==> src/rtl/bch_lfsr_codec.sv <==
// Bit-serial LFSR-based systematic BCH codec. It encodes or checks one word at a time.
//
//   ENCODE: divides data(x) * x^R by g(x) and emits {data, parity}.
//   CHECK : divides the received word by g(x) and flags a nonzero remainder.
//
// One bit is processed per clock, MSB first. The block has valid/ready handshakes on its
// input and output sides.
//
// Ports:
//   clk, rst_n        clock, asynchronous active-low reset
//   in_valid/ready    request handshake; in_mode 0 = ENCODE, 1 = CHECK
//   in_word [N-1:0]   ENCODE: data in [K-1:0]; CHECK: received codeword
//   out_valid/ready   result handshake; out_mode echoes the latched request mode
//   out_codeword      ENCODE: {data, parity}; CHECK: received word unchanged
//   out_remainder     ENCODE: parity; CHECK: syndrome remainder
//   out_error         CHECK with nonzero remainder (always 0 for ENCODE)
//   busy              FSM not idle
//   err_cnt [15:0]    saturating count of failed CHECK words
//
// Optional feature: define BCH_LFSR_ERRCNT_EN to build the error counter.
// Without it, err_cnt is tied to zero.
module bch_lfsr_codec #(
    parameter int unsigned  N        = 31,
    parameter int unsigned  K        = 16,
    parameter logic [N-K:0] GEN_POLY = 16'h8FAF
) (
    input  logic           clk,
    input  logic           rst_n,
    input  logic           in_valid,
    output logic           in_ready,
    input  logic           in_mode,
    input  logic [N-1:0]   in_word,
    output logic           out_valid,
    input  logic           out_ready,
    output logic           out_mode,
    output logic [N-1:0]   out_codeword,
    output logic [N-K-1:0] out_remainder,
    output logic           out_error,
    output logic           busy,
    output logic [15:0]    err_cnt
);

    localparam int unsigned  R  = N - K;
    localparam int unsigned  CW = $clog2(N + 1);
    localparam logic [R-1:0] G  = GEN_POLY[R-1:0];

    typedef enum logic [1:0] {StIdle, StShift, StDone} state_e;

    state_e         state_q, state_d;
    logic           mode_q, mode_d;
    logic [N-1:0]   word_q, word_d;
    logic [R-1:0]   rem_q, rem_d;
    logic [CW-1:0]  cnt_q, cnt_d;

    logic           out_valid_q, out_valid_d;
    logic           out_mode_q, out_mode_d;
    logic [N-1:0]   out_codeword_q, out_codeword_d;
    logic [R-1:0]   out_remainder_q, out_remainder_d;
    logic           out_error_q, out_error_d;

    logic [CW-1:0]  bit_idx;
    logic           cur_bit;
    logic           fb;
    logic           last_bit;
    logic [R-1:0]   rem_step;

    always_comb begin
        // Position of the bit being shifted this cycle. It counts down to 0 on the last bit.
        bit_idx  = (mode_q ? CW'(N - 1) : CW'(K - 1)) - cnt_q;
        cur_bit  = word_q[bit_idx];
        last_bit = (bit_idx == '0);
        fb       = 1'b0;
        rem_step = rem_q << 1;
        if (mode_q) begin
            // Plain division: shift the codeword bit in and reduce by g when the top bit drops out.
            rem_step = rem_step | R'(cur_bit);
            if (rem_q[R-1]) begin
                rem_step = rem_step ^ G;
            end
        end else begin
            // Premultiplied-by-x^R division: the data bit enters at the feedback tap.
            fb = cur_bit ^ rem_q[R-1];
            if (fb) begin
                rem_step = rem_step ^ G;
            end
        end
    end

    always_comb begin
        state_d         = state_q;
        mode_d          = mode_q;
        word_d          = word_q;
        rem_d           = rem_q;
        cnt_d           = cnt_q;
        out_valid_d     = out_valid_q;
        out_mode_d      = out_mode_q;
        out_codeword_d  = out_codeword_q;
        out_remainder_d = out_remainder_q;
        out_error_d     = out_error_q;
        case (state_q)
            StIdle: begin
                if (in_valid) begin
                    word_d  = in_word;
                    mode_d  = in_mode;
                    rem_d   = '0;
                    cnt_d   = '0;
                    state_d = StShift;
                end
            end
            StShift: begin
                rem_d = rem_step;
                cnt_d = cnt_q + 1'b1;
                if (last_bit) begin
                    state_d         = StDone;
                    out_valid_d     = 1'b1;
                    out_mode_d      = mode_q;
                    out_remainder_d = rem_step;
                    out_error_d     = mode_q & (|rem_step);
                    out_codeword_d  = mode_q ? word_q : {word_q[K-1:0], rem_step};
                end
            end
            StDone: begin
                if (out_ready) begin
                    state_d     = StIdle;
                    out_valid_d = 1'b0;
                end
            end
            default: begin
                state_d = StIdle;
            end
        endcase
    end

    always_ff @(posedge clk or negedge rst_n) begin
        if (!rst_n) begin
            state_q         <= StIdle;
            mode_q          <= 1'b0;
            word_q          <= '0;
            rem_q           <= '0;
            cnt_q           <= '0;
            out_valid_q     <= 1'b0;
            out_mode_q      <= 1'b0;
            out_codeword_q  <= '0;
            out_remainder_q <= '0;
            out_error_q     <= 1'b0;
        end else begin
            state_q         <= state_d;
            mode_q          <= mode_d;
            word_q          <= word_d;
            rem_q           <= rem_d;
            cnt_q           <= cnt_d;
            out_valid_q     <= out_valid_d;
            out_mode_q      <= out_mode_d;
            out_codeword_q  <= out_codeword_d;
            out_remainder_q <= out_remainder_d;
            out_error_q     <= out_error_d;
        end
    end

`ifdef BCH_LFSR_ERRCNT_EN
    logic [15:0] err_cnt_q;
    logic        err_inc;

    assign err_inc = (state_q == StShift) && last_bit && mode_q && (|rem_step)
                     && (err_cnt_q != 16'hFFFF);

    always_ff @(posedge clk or negedge rst_n) begin
        if (!rst_n) begin
            err_cnt_q <= 16'h0000;
        end else if (err_inc) begin
            err_cnt_q <= err_cnt_q + 16'h0001;
        end
    end

    assign err_cnt = err_cnt_q;
`else
    assign err_cnt = 16'h0000;
`endif

    assign in_ready      = (state_q == StIdle);
    assign busy          = (state_q != StIdle);
    assign out_valid     = out_valid_q;
    assign out_mode      = out_mode_q;
    assign out_codeword  = out_codeword_q;
    assign out_remainder = out_remainder_q;
    assign out_error     = out_error_q;

endmodule

==> config.mk <==
export PLATFORM = sky130hd
export DESIGN_NAME = bch_lfsr_codec
export DESIGN_NICKNAME = d
export VERILOG_FILES = /design/src/rtl/bch_lfsr_codec.sv
export SDC_FILE = /design/constraint.sdc
export NUM_CORES = 1
export LEC_CHECK = 0
export BUFFER_PORTS_ARGS = -buffer_cell sky130_fd_sc_hd__buf_2
export CORE_UTILIZATION = 35
export CTS_CLUSTER_DIAMETER = 60
export DETAILED_ROUTE_END_ITERATION = 12
export PLACE_DENSITY = 0.64
export SLEW_MARGIN = 20
export SYNTH_ARGS = -nofsm -noshare
export SYNTH_HDL_FRONTEND = slang
export SYNTH_SLANG_ARGS = --single-unit
==> constraint.sdc <==
create_clock -name clk -period 3.8 [get_ports clk]
set_input_delay 0.19 -clock clk [delete_from_list [all_inputs] [get_ports clk]]
set_output_delay 0.19 -clock clk [all_outputs]
set_load 0.01 [all_outputs]
==> Word level (Yosys, flattened, before mapping) <==
Index checks and enable logic that the tools add are counted.
{ "op_classes": {"eq_ne": 5, "n_lt_le_gt_ge": 1, "n_addsub": 2, "n_reduce_logical": 11, "mux": 18, "bitwise": 5} }
{ "op_table": {"columns": ["operator", "n"], "rows": [
  ["31-bit two-way mux", 1],
  ["15-bit two-way mux", 2],
  ["15-bit case mux with 2 select lines", 1],
  ["12-bit two-way mux", 2],
  ["10-bit inverter", 2],
  ["15-bit by 1-bit OR with 15-bit output", 1],
  ["15-bit OR reduction", 1],
  ["5-bit two-way mux", 2],
  ["5-bit case mux with 2 select lines", 1],
  ["5-bit by 6-bit < comparator with 1-bit output, second input constant", 1],
  ["2-bit two-way mux", 3],
  ["2-bit != test, second input constant", 3],
  ["2-bit case mux with 3 select lines", 1],
  ["2-bit AND reduction", 3],
  ["3-bit AND reduction", 2],
  ["2-bit nonzero test", 3],
  ["5-bit by 1-bit adder with 5-bit output, second input constant", 1],
  ["1-bit binary-select mux with 5-bit select", 1],
  ["5-bit zero test", 1],
  ["5-bit subtractor", 1],
  ["1-bit two-way mux", 3],
  ["2-bit by 1-bit equality test with 1-bit output, second input constant", 1],
  ["2-bit equality test, second input constant", 1],
  ["2-bit zero test", 1],
  ["3 further kinds", 3]
]} }
{ "word_totals": {"in_bits": 36, "elab_cells": 52, "regBits": 103, "output_inout_bits": 67} }

==> Depth between registers and ports, before layout <==
{ "depth": {"word_depth": 10, "mapped_depth": 10, "mapped_depth_nobuf": 9} }

==> Worst setup path after synthesis <==
Ideal clock, no wire load.
{ "synth_timing": {"path_type": "register to register", "start": "reg mode_q", "end": "reg out_error_q (netlist: out_error)", "path_slack_ps": 778, "arrival_time_ps": 2894, "path_stages_with_launch": 11, "synth_period_minus_slack_ps": 3022, "setup_time_ps": 127, "required_time_ps": 3673, "path_buffers": 2, "cell_sequence": "dfrtp_1 > ha_1 > ha_1 > buf_4 > buf_6 > a2111oi_0 > a21oi_1 > a22o_4 > or4_4 > a2111oi_2 > o21ai_1"} }
{ "synth_via": {"elab_chain_len": 10, "word_cells_on_any_way": 14, "classes_between": "1 x add/sub; 6 x mux; 4 x bitwise; 3 x reduce/logical"} }
{ "synth_lines": {"columns": ["element", "line", "text"], "rows": [
  ["start, declared", "50", "logic mode_q, mode_d;"],
  ["start signal, assigned", "148", "mode_q <= mode_d;"],
  ["5-bit two-way mux", "69", "bit_idx = (mode_q ? CW'(N - 1) : CW'(K - 1)) - cnt_q;"],
  ["5-bit subtractor", "69", null],
  ["1-bit binary-select mux with 5-bit select", "70", "cur_bit = word_q[bit_idx];"],
  ["1-bit two-way mux (not written as such)", "70", null],
  ["15-bit by 1-bit OR with 15-bit output", "76", "rem_step = rem_step | R'(cur_bit);"],
  ["10-bit inverter (no source line)", null, null],
  ["12-bit two-way mux", "77", "if (rem_q[R-1]) begin"],
  ["15-bit two-way mux", "74", "if (mode_q) begin"],
  ["15-bit OR reduction", "118", "out_error_d = mode_q & (|rem_step);"],
  ["1-bit AND", "118", null],
  ["end signal, assigned", "156", "out_error_q <= out_error_d;"],
  ["end, declared", "59", "logic out_error_q, out_error_d;"]
]} }
Parallel ways exist; a longest one is shown, timed or not. The select of a mux whose other input is x is not followed.
A chain may end at the register's enable or synchronous reset.

==> Worst setup path in the final report <==
{ "layout_timing": {"start": "reg cnt_q[0]", "end": "reg rem_q[2]"} }
{ "layout_via": {"elab_chain_len": 7} }
{ "layout_lines": {"columns": ["element", "line", "text"], "rows": [
  ["start, declared", "53", "logic [CW-1:0] cnt_q, cnt_d;"],
  ["start signal, assigned", "151", "cnt_q <= cnt_d;"],
  ["5-bit subtractor", "69", null],
  ["1-bit binary-select mux with 5-bit select", "70", null],
  ["1-bit two-way mux (not written as such)", "70", null],
  ["1-bit XOR", "82", "fb = cur_bit ^ rem_q[R-1];"],
  ["12-bit two-way mux", "83", "if (fb) begin"],
  ["15-bit two-way mux", "74", null],
  ["15-bit case mux with 2 select lines", "100", "case (state_q)"],
  ["end signal, assigned", "150", "rem_q <= rem_d;"],
  ["end, declared", "52", "logic [R-1:0] rem_q, rem_d;"]
]} }
Every way passes these cells. The select of a mux whose other input is x is not followed.

==> results.toml <==
[synth]
synth.distinct_cells = 45
synth_area_leaders = "dfrtp_1 (49%), nand2_1 (13%), xnor3_1 (7.8%)"
yosysTopAreaCellShare_pct = 49.46
synth_edf_count = 0
yosysTopAreaCell = "dfrtp_1"
yosys_warnings = 0
async_flop_share_pct = 100.0
synth_cells = 523
yosys_most_used_dff = "dfrtp_1"
ys_seq_area_share_pct = 49.46
ys_ff_latch = 103
mappedNetlistArea_um2 = 5211
syn_area_per_cell_um2 = 9.964

[clocking]
cts_tree = "done"
clk_latency_ns = 0.35
cts_root_buf = "clkbuf_16"
cts_buffers = 9
postCtsSetupBuffers = 0
cts_hold_buf = 0
htree_levels = 3
clock_sinks = 103
post_cts_resized = 0
path_clk_slew_ns = 0.07
clock_path_buffers = 2

[layout]
layout_commonest_cell = "nand2_1"
drive_above_1_share_pct = 19.73
register_area_um2 = 2577
antenna_cells = 0
multiInputGateArea_um2 = 2440
final_nets = 638
syn_to_final_growth_pct = 16.57
nFillCells = 1448
final_cell_mix = "nand2_1 (175), dfrtp_1 (103), buf_2 (85), o21ai_1 (55), mux2i_1 (32)"
fin_cells = 787
finalInstanceArea_um2 = 6075

[power]
p_leak_uw = 0.003154
p_seq_share_pct = 34.5
p_total_uw = 6093
p_comb_share_pct = 49.5
p_switching_uw = 2478
irDropWorstVdd_v = 0.0005070
power.density_nw_per_um2 = 1003
p_int_uw = 3615
p_sw_share_pct = 40.67
clock_power_share_pct = 16.1

[outcome]
status = "finished, final reports clean"

[routing]
wl_per_cell_um = 16.64
postRouteAntennaNets = 0
viasPerCell = 5.008
vias = 3941
drc = 0
dr.pass1.iters = 4
drt_iter0_drc = 331
postRouteWirelength_mm = 13.09

[floorplanning]
row_count = 44
die-height_um = 124.0
dieArea_um2 = 15380
die_w_um = 124.0
coreArea_um2 = 14530
io_pins = 103
initial_utilization_pct = 35.86

[place]
placedCellCount = 771
placed_cell_area_um2 = 5746
hpwl_mm = 9.330
port_buffers = 86
gp_congestion = 0.8752

[flow_run]
drv_cap = 0

[global_route]
grt_antenna_before_repair = 0
grt_pass1_wl_mm = 21.05
grt.met1_usage_pct = 23.82
gr-total-overflow = 0
grt_pass1_vias = 4016
busiest_layer = "met2"
grt_use_met3_pct = 4.304
grtUsageTotal_pct = 18.56
met2_usage_pct = 31.22
grt_start_max_net_pins = 82

[sta]
timing.setup.tns_ns = 0
relSlewSlack_pct = 35.75
finalHoldViolations = 0
drv_slew = 0
fin_crit_ns = 3.366
tightest_slew_ns = 0.9602
rsz0062_at_grt = "no"
finalCritPeriodShare_pct = 88.58
fmax_mhz = 297.1
skew_ns = 0.004980
finalSetupViolations = 0

[worst_setup_path]
crit_path_start_kind = "register"
critPathMaxStageDelay_ns = 0.72
crit_slowest_cell = "ha_1"
cp-end-kind = "register"
crit_family = "compound AO/OA/AOI/OAI gates"
worstSetupPathType = "reg -> reg"
cp_num_buf_inv = 0
critPathArrivalTime_ns = 3.63
cp.required_ns = 4.07
path_common_cell = "ha_1"
worstPathCellList = "ha_1 -> ha_1 -> mux2i_1 -> a2111oi_1 -> a22oi_1 -> a21oi_4 -> xnor3_1 -> o21ai_1"
cp_max_fo = 17

[hold_path]
hold_class = "in -> reg"
[per-stage QoR]
| stage | utilization [%] | setup WS, ns | hold slack (ns) |
|---|---|---|---|
| floorplan | - | 0.7784 | -0.1056 |
| global placement | 39.53 | 0.5420 | 0.3798 |
| detailed placement | 39.53 | 0.4497 | 0.3842 |
| CTS | 41.68 | 0.4327 | 0.01778 |
| global route | 41.80 | 0.1592 | 0.02682 |
| finish | 41.80 | 0.4341 | 0.02737 |
[path summary, 6_finish.rpt]
check                                     start                end  slack (ns)  cells after the start
worst min register to register  out_codeword[6]    out_codeword[6]        0.48                      2
worst max-delay path                   cnt_q[0]           rem_q[2]        0.43                      8
worst min-delay path                 in_word[4]          word_q[4]        0.03                      3
max in group asynchronous                 rst_n    out_codeword[3]        2.55                      3
min in group asynchronous                 rst_n  out_remainder[12]        0.45                      2
worst max register to register         cnt_q[0]           rem_q[2]        0.43                      8
[routing by layer]
metal / wire length (um) / part of all wire [%]
met5: 0 / 0
met4: 151 / 1.2
met3: 734 / 5.6
met2: 6405 / 49
met1: 5802 / 44
[power groups by stage]
stage | combinational, uW | sequential (uW) | clock, uW
2_1_floorplan | 2320 | 1970 | 0
3_3_place_gp | 2950 | 2100 | 0
3_5_place_dp | 3020 | 2120 | 0
4_1_cts | 3040 | 2100 | 999
5_1_grt | 3350 | 2160 | 1040
6_report | 3010 | 2100 | 978
[cell type report]
class                           instances  share of cell area (%)
Clock buffer                           11                   3.996
Tap cell                              184                   3.790
Multi-Input combinational cell        388                   40.16
Inverter                                2                  0.1236
Timing Repair Buffer                   95                   8.342
Clock inverter                          4                   1.153
Sequential cell                       103                   42.43
[worst min-delay path: stages]
cell and delay, ns:
buf_2 0.07, nand2_1 0.04, nand2_1 0.04
[logic make-up (layout without fill, tap and decap cells)]
logic type / count (synthesis) / count (layout) / share of synthesized area (%)
AO/OA/AOI/OAI: 86 / 86 / 10.92
other: 1 / 16 / 0.07196
multiplexers: 33 / 33 / 6.579
flip-flops: 103 / 103 / 49.46
buffers and inverters: 47 / 112 / 4.898
adder cells (fa/ha/maj): 3 / 3 / 0.7204
AND/OR/NAND/NOR: 226 / 226 / 18.42
XOR/XNOR: 24 / 24 / 8.932
[cells in the mapped netlist, types with 4 or more instances]
| cell type | number |
|---|---|
| and3_1 | 9 |
| nor2b_1 | 5 |
| o21ai_1 | 55 |
| clkbuf_1 | 23 |
| nand2_1 | 177 |
| mux2i_1 | 32 |
| a21oi_1 | 4 |
| a221o_1 | 9 |
| nand3_1 | 6 |
| dfrtp_1 | 103 |
| buf_4 | 17 |
| xnor3_1 | 18 |
| nor2_1 | 9 |
[state kept, by name, indices dropped and copies added (netlist names)]
register,flops
cnt_q,5
mode_q,1
out_codeword,31
out_error,1
out_mode,1
out_remainder,15
out_valid,1
rem_q,15
state_q,2
word_q,31
(Power assumes the default switching activity.)
